===== src/rtl/imem_loader.sv =====
// imem_loader: byte-stream loader assembling LE 32-bit words into imem (write port mem_*), then holding start_o; handshake via byte_valid_i/byte_ready_o, control via load_req_i/len_i, status busy_o/done_o/err_o
module imem_loader #(
  parameter int ADDR_W    = 8,
  parameter int MAX_WORDS = 256
) (
  input  logic            clk_i,
  input  logic            rst_i,
  input  logic            load_req_i,
  input  logic [ADDR_W:0] len_i,
  input  logic            byte_valid_i,
  input  logic [7:0]      byte_data_i,
  output logic            byte_ready_o,
  output logic            mem_we_o,
  output logic [31:0]     mem_addr_o,
  output logic [31:0]     mem_data_o,
  output logic            start_o,
  output logic            busy_o,
  output logic            done_o,
  output logic            err_o
);
  typedef enum logic [1:0] {IDLE, LOAD, WRITE, RUN} state_t;
  localparam logic [ADDR_W:0] MAX_LEN = (ADDR_W+1)'(MAX_WORDS);
  localparam logic [ADDR_W:0] ONE = (ADDR_W+1)'(1);
  state_t st, nxt;
  logic [ADDR_W:0] len, word_cnt;
  logic [1:0] byte_cnt;
  logic [31:0] asm_w;
  logic legal, req, hs;
  assign legal = len_i != '0 && len_i <= MAX_LEN;
  assign req = load_req_i && (st == IDLE || st == RUN);
  assign hs = byte_valid_i && st == LOAD;
  assign byte_ready_o = st == LOAD;
  assign mem_we_o = st == WRITE;
  assign start_o = st == RUN;
  assign busy_o = st == LOAD || st == WRITE;
  always_comb begin
    nxt = st;
    nxt = st == LOAD  ? (hs && byte_cnt == 2'd3 ? WRITE : LOAD) :
          st == WRITE ? (word_cnt + ONE == len ? RUN : LOAD) :
          req && legal ? LOAD : st;
  end
  always_ff @(posedge clk_i or negedge rst_i)
    if (!rst_i) begin
      st <= IDLE;
      len <= '0;
      word_cnt <= '0;
      byte_cnt <= '0;
      asm_w <= '0;
      mem_addr_o <= '0;
      mem_data_o <= '0;
      done_o <= 1'b0;
      err_o <= 1'b0;
    end else begin
      st <= nxt;
      done_o <= st == WRITE && nxt == RUN;
      if (req) err_o <= !legal;
      if (req && legal) begin
        len <= len_i;
        word_cnt <= '0;
        byte_cnt <= '0;
      end
      if (hs) begin
        asm_w[{byte_cnt, 3'b000} +: 8] <= byte_data_i;
        byte_cnt <= byte_cnt + 2'd1;
      end
      if (hs && byte_cnt == 2'd3) begin
        mem_data_o <= {byte_data_i, asm_w[23:0]};
        mem_addr_o <= 32'({word_cnt[ADDR_W-1:0], 2'b00});
      end
      if (st == WRITE) word_cnt <= word_cnt + ONE;
    end
endmodule


===== config.mk =====
export PLATFORM = sky130hd
export DESIGN_NAME = imem_loader
export DESIGN_NICKNAME = d
export VERILOG_FILES = /design/src/rtl/imem_loader.sv
export SDC_FILE = /design/constraint.sdc
export NUM_CORES = 1
export LEC_CHECK = 0
export ABC_AREA = 1
export CAP_MARGIN = 5
export CORE_UTILIZATION = 54
export DETAILED_ROUTE_END_ITERATION = 8
export GPL_TIMING_DRIVEN = 1
export PLACE_DENSITY_LB_ADDON = 0.15
export SLEW_MARGIN = 20
export SYNTH_ARGS = -nofsm -noshare
export SYNTH_HDL_FRONTEND = slang
export SYNTH_SLANG_ARGS = --single-unit

===== constraint.sdc =====
create_clock -name clk_i -period 4.85 [get_ports clk_i]
set_input_delay 0.97 -clock clk_i [delete_from_list [all_inputs] [get_ports clk_i]]
set_output_delay 0.97 -clock clk_i [all_outputs]
set_load 0.02 [all_outputs]

Word-level counts from Yosys, hierarchy flattened
Cells that the tools add are included.
Word-level totals
  flip-flop bits (word level): 96
Cells by class
  add/subtract/negate cells: 3
  magnitude comparators: 1
  shift-type cells: 2
  mux-type cells: 10
  reduce and logical (&&, ||, !) cells: 13
  equal/unequal tests: 6
Operators by type and width (number)
  32-bit bitwise mux: 1
  8-bit by 7-bit variable shift with 32-bit output (first input constant): 1
  8-bit by 7-bit variable part select with 32-bit output: 1
  9-bit 2-to-1 mux: 2
  2-bit 2-to-1 mux: 7
  9-bit by 1-bit adder with 9-bit output (second input constant): 1
  9-bit equality test: 1
  9-bit less-or-equal comparator (second input constant): 1
  9-bit nonzero test: 1
  2-bit equality test (second input constant): 4
  5-bit negator with 7-bit output: 1
  1-bit logical AND: 6
  2-bit nonzero test: 2
  2-bit by 1-bit adder with 2-bit output (second input constant): 1
  2-bit by 1-bit equality test with 1-bit output (second input constant): 1
  2-bit zero test: 1
  1-bit logical OR: 2
  1-bit zero test: 1

Longest topological paths before layout
  depth in word-level cells: 9
  depth in mapped cells: 12

Least setup slack after synthesis
No wires, ideal clock.
  path kind: input port to flip-flop
  start: in len_i[7]
  end: reg st[0]
  stages on the path: 9
  arrival time: 1869 ps
  required time: 4727 ps
  slack: 2858 ps
  path buffers: 1
  cells stage by stage: nor2_1 nand2_1 nor2_1 nand2_1 nand3_1 nand2_1 buf_2 o31ai_1 inv_1
Between the ends
  cells in the longest elaborated chain, start to end: 6
  elaborated cells on any way between the ends: 7
  those cells by class: 1 x order compare; 3 x mux; 3 x reduce/logical
RTL lines
  start, declared: RTL line 9  | input logic [ADDR_W:0] len_i,
  9-bit less-or-equal comparator / 9-bit nonzero test (equally long branches): RTL line 29  | assign legal = len_i != '0 && len_i <= MAX_LEN;
  1-bit logical AND (*): RTL line 29
  1-bit logical AND (*): RTL line 40  | req && legal ? LOAD : st;
  2-bit 2-to-1 mux (*): RTL line 40
  2-bit 2-to-1 mux (*): RTL line 39  | st == WRITE ? (word_cnt + ONE == len ? RUN : LOAD) :
  2-bit 2-to-1 mux (*): RTL line 38  | nxt = st == LOAD ? (hs && byte_cnt == 2'd3 ? WRITE : LOAD) :
  net nxt[0]: RTL line 24  | state_t st, nxt;
  end signal, assigned: RTL line 54  | st <= nxt;
  end, declared: RTL line 24
Mark *: on every way through the listed nets, which the timed path passes. The rest lies on a longest branch.
A chain may end at the register's enable or synchronous reset.

Worst setup path after layout
  start: reg st[0]
  end: out mem_we_o
Between the ends
  cells in the longest elaborated chain, start to end: 1
RTL lines
  2-bit equality test: RTL line 33  | assign mem_we_o = st == WRITE;
  end, declared: RTL line 13  | output logic mem_we_o,
Every way passes these cells.

==> results.py <==
metrics = {
    "run_status": {
        "status": "completed",
    },
    "timing": {
        "timing.setup.tns_ns": 0,
        "relSlewSlack_pct": 42.1,
        "rsz0062_at_grt": "no",
        "fin_skew_ns": 0.00858,
        "slew_viol_final": 0,
        "post-route-period-util_pct": 57.0,
        "setup_viol": 0,
        "period_minus_slack_ns": 2.76,
        "fin_hold_ws_ns": 0.487,
        "max_freq_ghz": 0.362,
        "finalHoldViolCount": 0,
        "worst_pin_slew_ns": 0.865,
        "fin_ws_ns": 2.09,
    },
    "synth": {
        "synth-warning-count": 0,
        "yosysSeqAreaShare_pct": 55.2,
        "yosys_most_used_dff": "dfrtp_1",
        "syn-cell-area_mm2": 0.00399,
        "avgSynthCellArea_um2": 9.01,
        "synth.distinct_cells": 22,
        "ys_async_sr_fraction_pct": 100,
        "synth-edff-count": 0,
        "syn_inst": 443,
        "ys_ff_latch": 88,
    },
    "power": {
        "power_frac_seq_pct": 42.1,
        "clockPowerShare_pct": 16.5,
        "power_density_mw_per_mm2": 583,
        "finalPower_mw": 2.80,
        "p_leak_nw": 2.21,
        "max-vdd-ir-drop_uv": 293,
        "switching_share_pct": 39.5,
        "power_switching_mw": 1.11,
        "p_int_mw": 1.69,
        "comb_power_share_pct": 41.4,
    },
    "grt": {
        "grt_pass1_wl_um": 13100,
        "grt_max_degree": 89,
        "grt_pass1_vias": 2871,
        "grt.total_usage_pct": 22.6,
        "antenna_found_initial": 0,
        "overflow": 0,
    },
    "routing": {
        "m1WireLength_um": 3410,
        "vias": 3049,
        "vias_per_cell": 5.03,
        "top_layer_used": "met4",
        "dr_wl_met3_um": 368,
        "routed_wl_um": 7870,
        "drt_iter0_drc": 180,
        "ant_nets": 0,
        "detail_route.wl_per_cell_um": 13.0,
        "route.detailed.drc": 0,
        "first_pass_iters": 5,
        "wl_met2_um": 3870,
    },
    "worst_setup_path": {
        "reg2reg_from": "st[1]",
        "arrival_ns": 1.79,
        "crit_type": "reg -> out",
        "crit_start": "st[0]",
        "path_max_fanout": 6,
        "cp.required_ns": 3.88,
        "worstSetupEndpointType": "output pin",
        "cp-start-kind": "flop",
    },
    "min_path": {
        "hold_start": "mem_data_o[20]",
        "min_path_type": "reg -> reg",
    },
    "floorplan": {
        "die_w_um": 88.0,
        "initial_core_util_pct": 57.2,
        "row_count": 30,
        "io_pins": 91,
        "dieArea_mm2": 0.00774,
        "core_mm2": 0.00698,
        "die_h_um": 88.0,
    },
    "job": {
        "maxCapViolations": 0,
    },
    "cells_and_area": {
        "diodes": 0,
        "mostFrequentLayoutCells": "91 x nand2_1, 88 x dfrtp_1, 70 x o21ai_0",
        "final_cells": 606,
        "fin_area_mm2": 0.00480,
        "finalNetCount": 535,
        "area.growth.synth_to_final_pct": 20.4,
        "drive_above_1_share_pct": 6.47,
        "layout_commonest_cell": "nand2_1",
        "fin_util_pct": 68.8,
    },
    "placed_design": {
        "postPlaceCellArea_mm2": 0.00462,
        "place_inst": 590,
        "dp_hpwl_um": 5580,
        "place.gp.congestion": 0.819,
        "portBuffers": 66,
        "pre_cts_ws_ns": 1.68,
    },
    "clocking": {
        "clock_path_buffers": 2,
        "cts_buffers": 9,
        "cts-resized-gates": 0,
        "cts_htree_levels": 3,
        "hold_buffers": 0,
        "cts_root_buf": "clkbuf_8",
        "cts_tree": "done",
        "clkLatencyLatePin_ns": 0.36,
        "cts_sinks": 88,
        "path_clk_slew_ns": 0.08,
        "post_cts_buffers": 0,
    },
}
synth_stat cells, types with 2 or more instances:
cell type	instances	area, um2
nand2_1	92	345
dfrtp_1	88	2200
o21ai_0	70	350
inv_1	58	218
buf_4	25	188
nand3_1	25	125
nor2_1	19	71.3
nand4_1	16	100
ha_1	9	113
mux2_2	8	90.1
buf_2	7	35.0
clkbuf_1	7	26.3
o22ai_1	7	43.8
nor2_2	3	18.8
nand2_2	2	12.5
area by class of cell:
cell class	instances	area, um2
clock buffer	10	138
clock inverter	6	42.5
fill	577	2180
inverter	58	218
multi-input combinational	281	1420
sequential	88	2200
tap	96	120
timing repair buffer	67	669
layer usage:
layer,up-vias,track usage [%]
met5,-,0
met4,0,10.6
met3,18,3.49
met2,93,37.6
met1,1430,29.2
li1,1508,-
flip-flops by register name (all words and copies together), names as in the netlist, 2 cells and up:
name,cells
word_cnt,9
mem_addr_o,8
len,9
mem_data_o,32
byte_cnt,2
asm_w,24
st,2
power by group through the flow:
stage               Combinational [mW]  Sequential, mW  Clock, mW
floorplan                        0.581            1.32          0
global placement                  1.12            1.18          0
detailed placement                1.15            1.19          0
CTS                               1.16            1.18      0.474
global route                      1.30            1.22      0.501
finish                            1.16            1.18      0.463
worst max-delay path, stage by stage, from the launching register on:
cell	delay [ns]
dfrtp_1	0.42
inv_1	0.07
ha_1	0.29
clkdlybuf4s50_1	0.67
final timing paths:
kind	depth (start not counted)	end	slack, ns
max	3	mem_we_o	2.09
min	2	mem_data_o[20]	0.49
max in group asynchronous	1	len[3]	3.68
min in group asynchronous	1	mem_data_o[5]	0.65
min reg2reg	2	mem_data_o[20]	0.49
max reg2reg	7	mem_data_o[28]	2.71
cells by family after synthesis:
family	share of synthesized area [%]
other	0.0940
adders and majority gates	2.82
AOI/OAI and AO/OA	10.4
DFF	55.2
xor gates and xnor gates	0.220
buffers and inverters	11.7
muxes	2.26
and+or+nand+nor	17.3
Power figures use the tool's default switching activity.
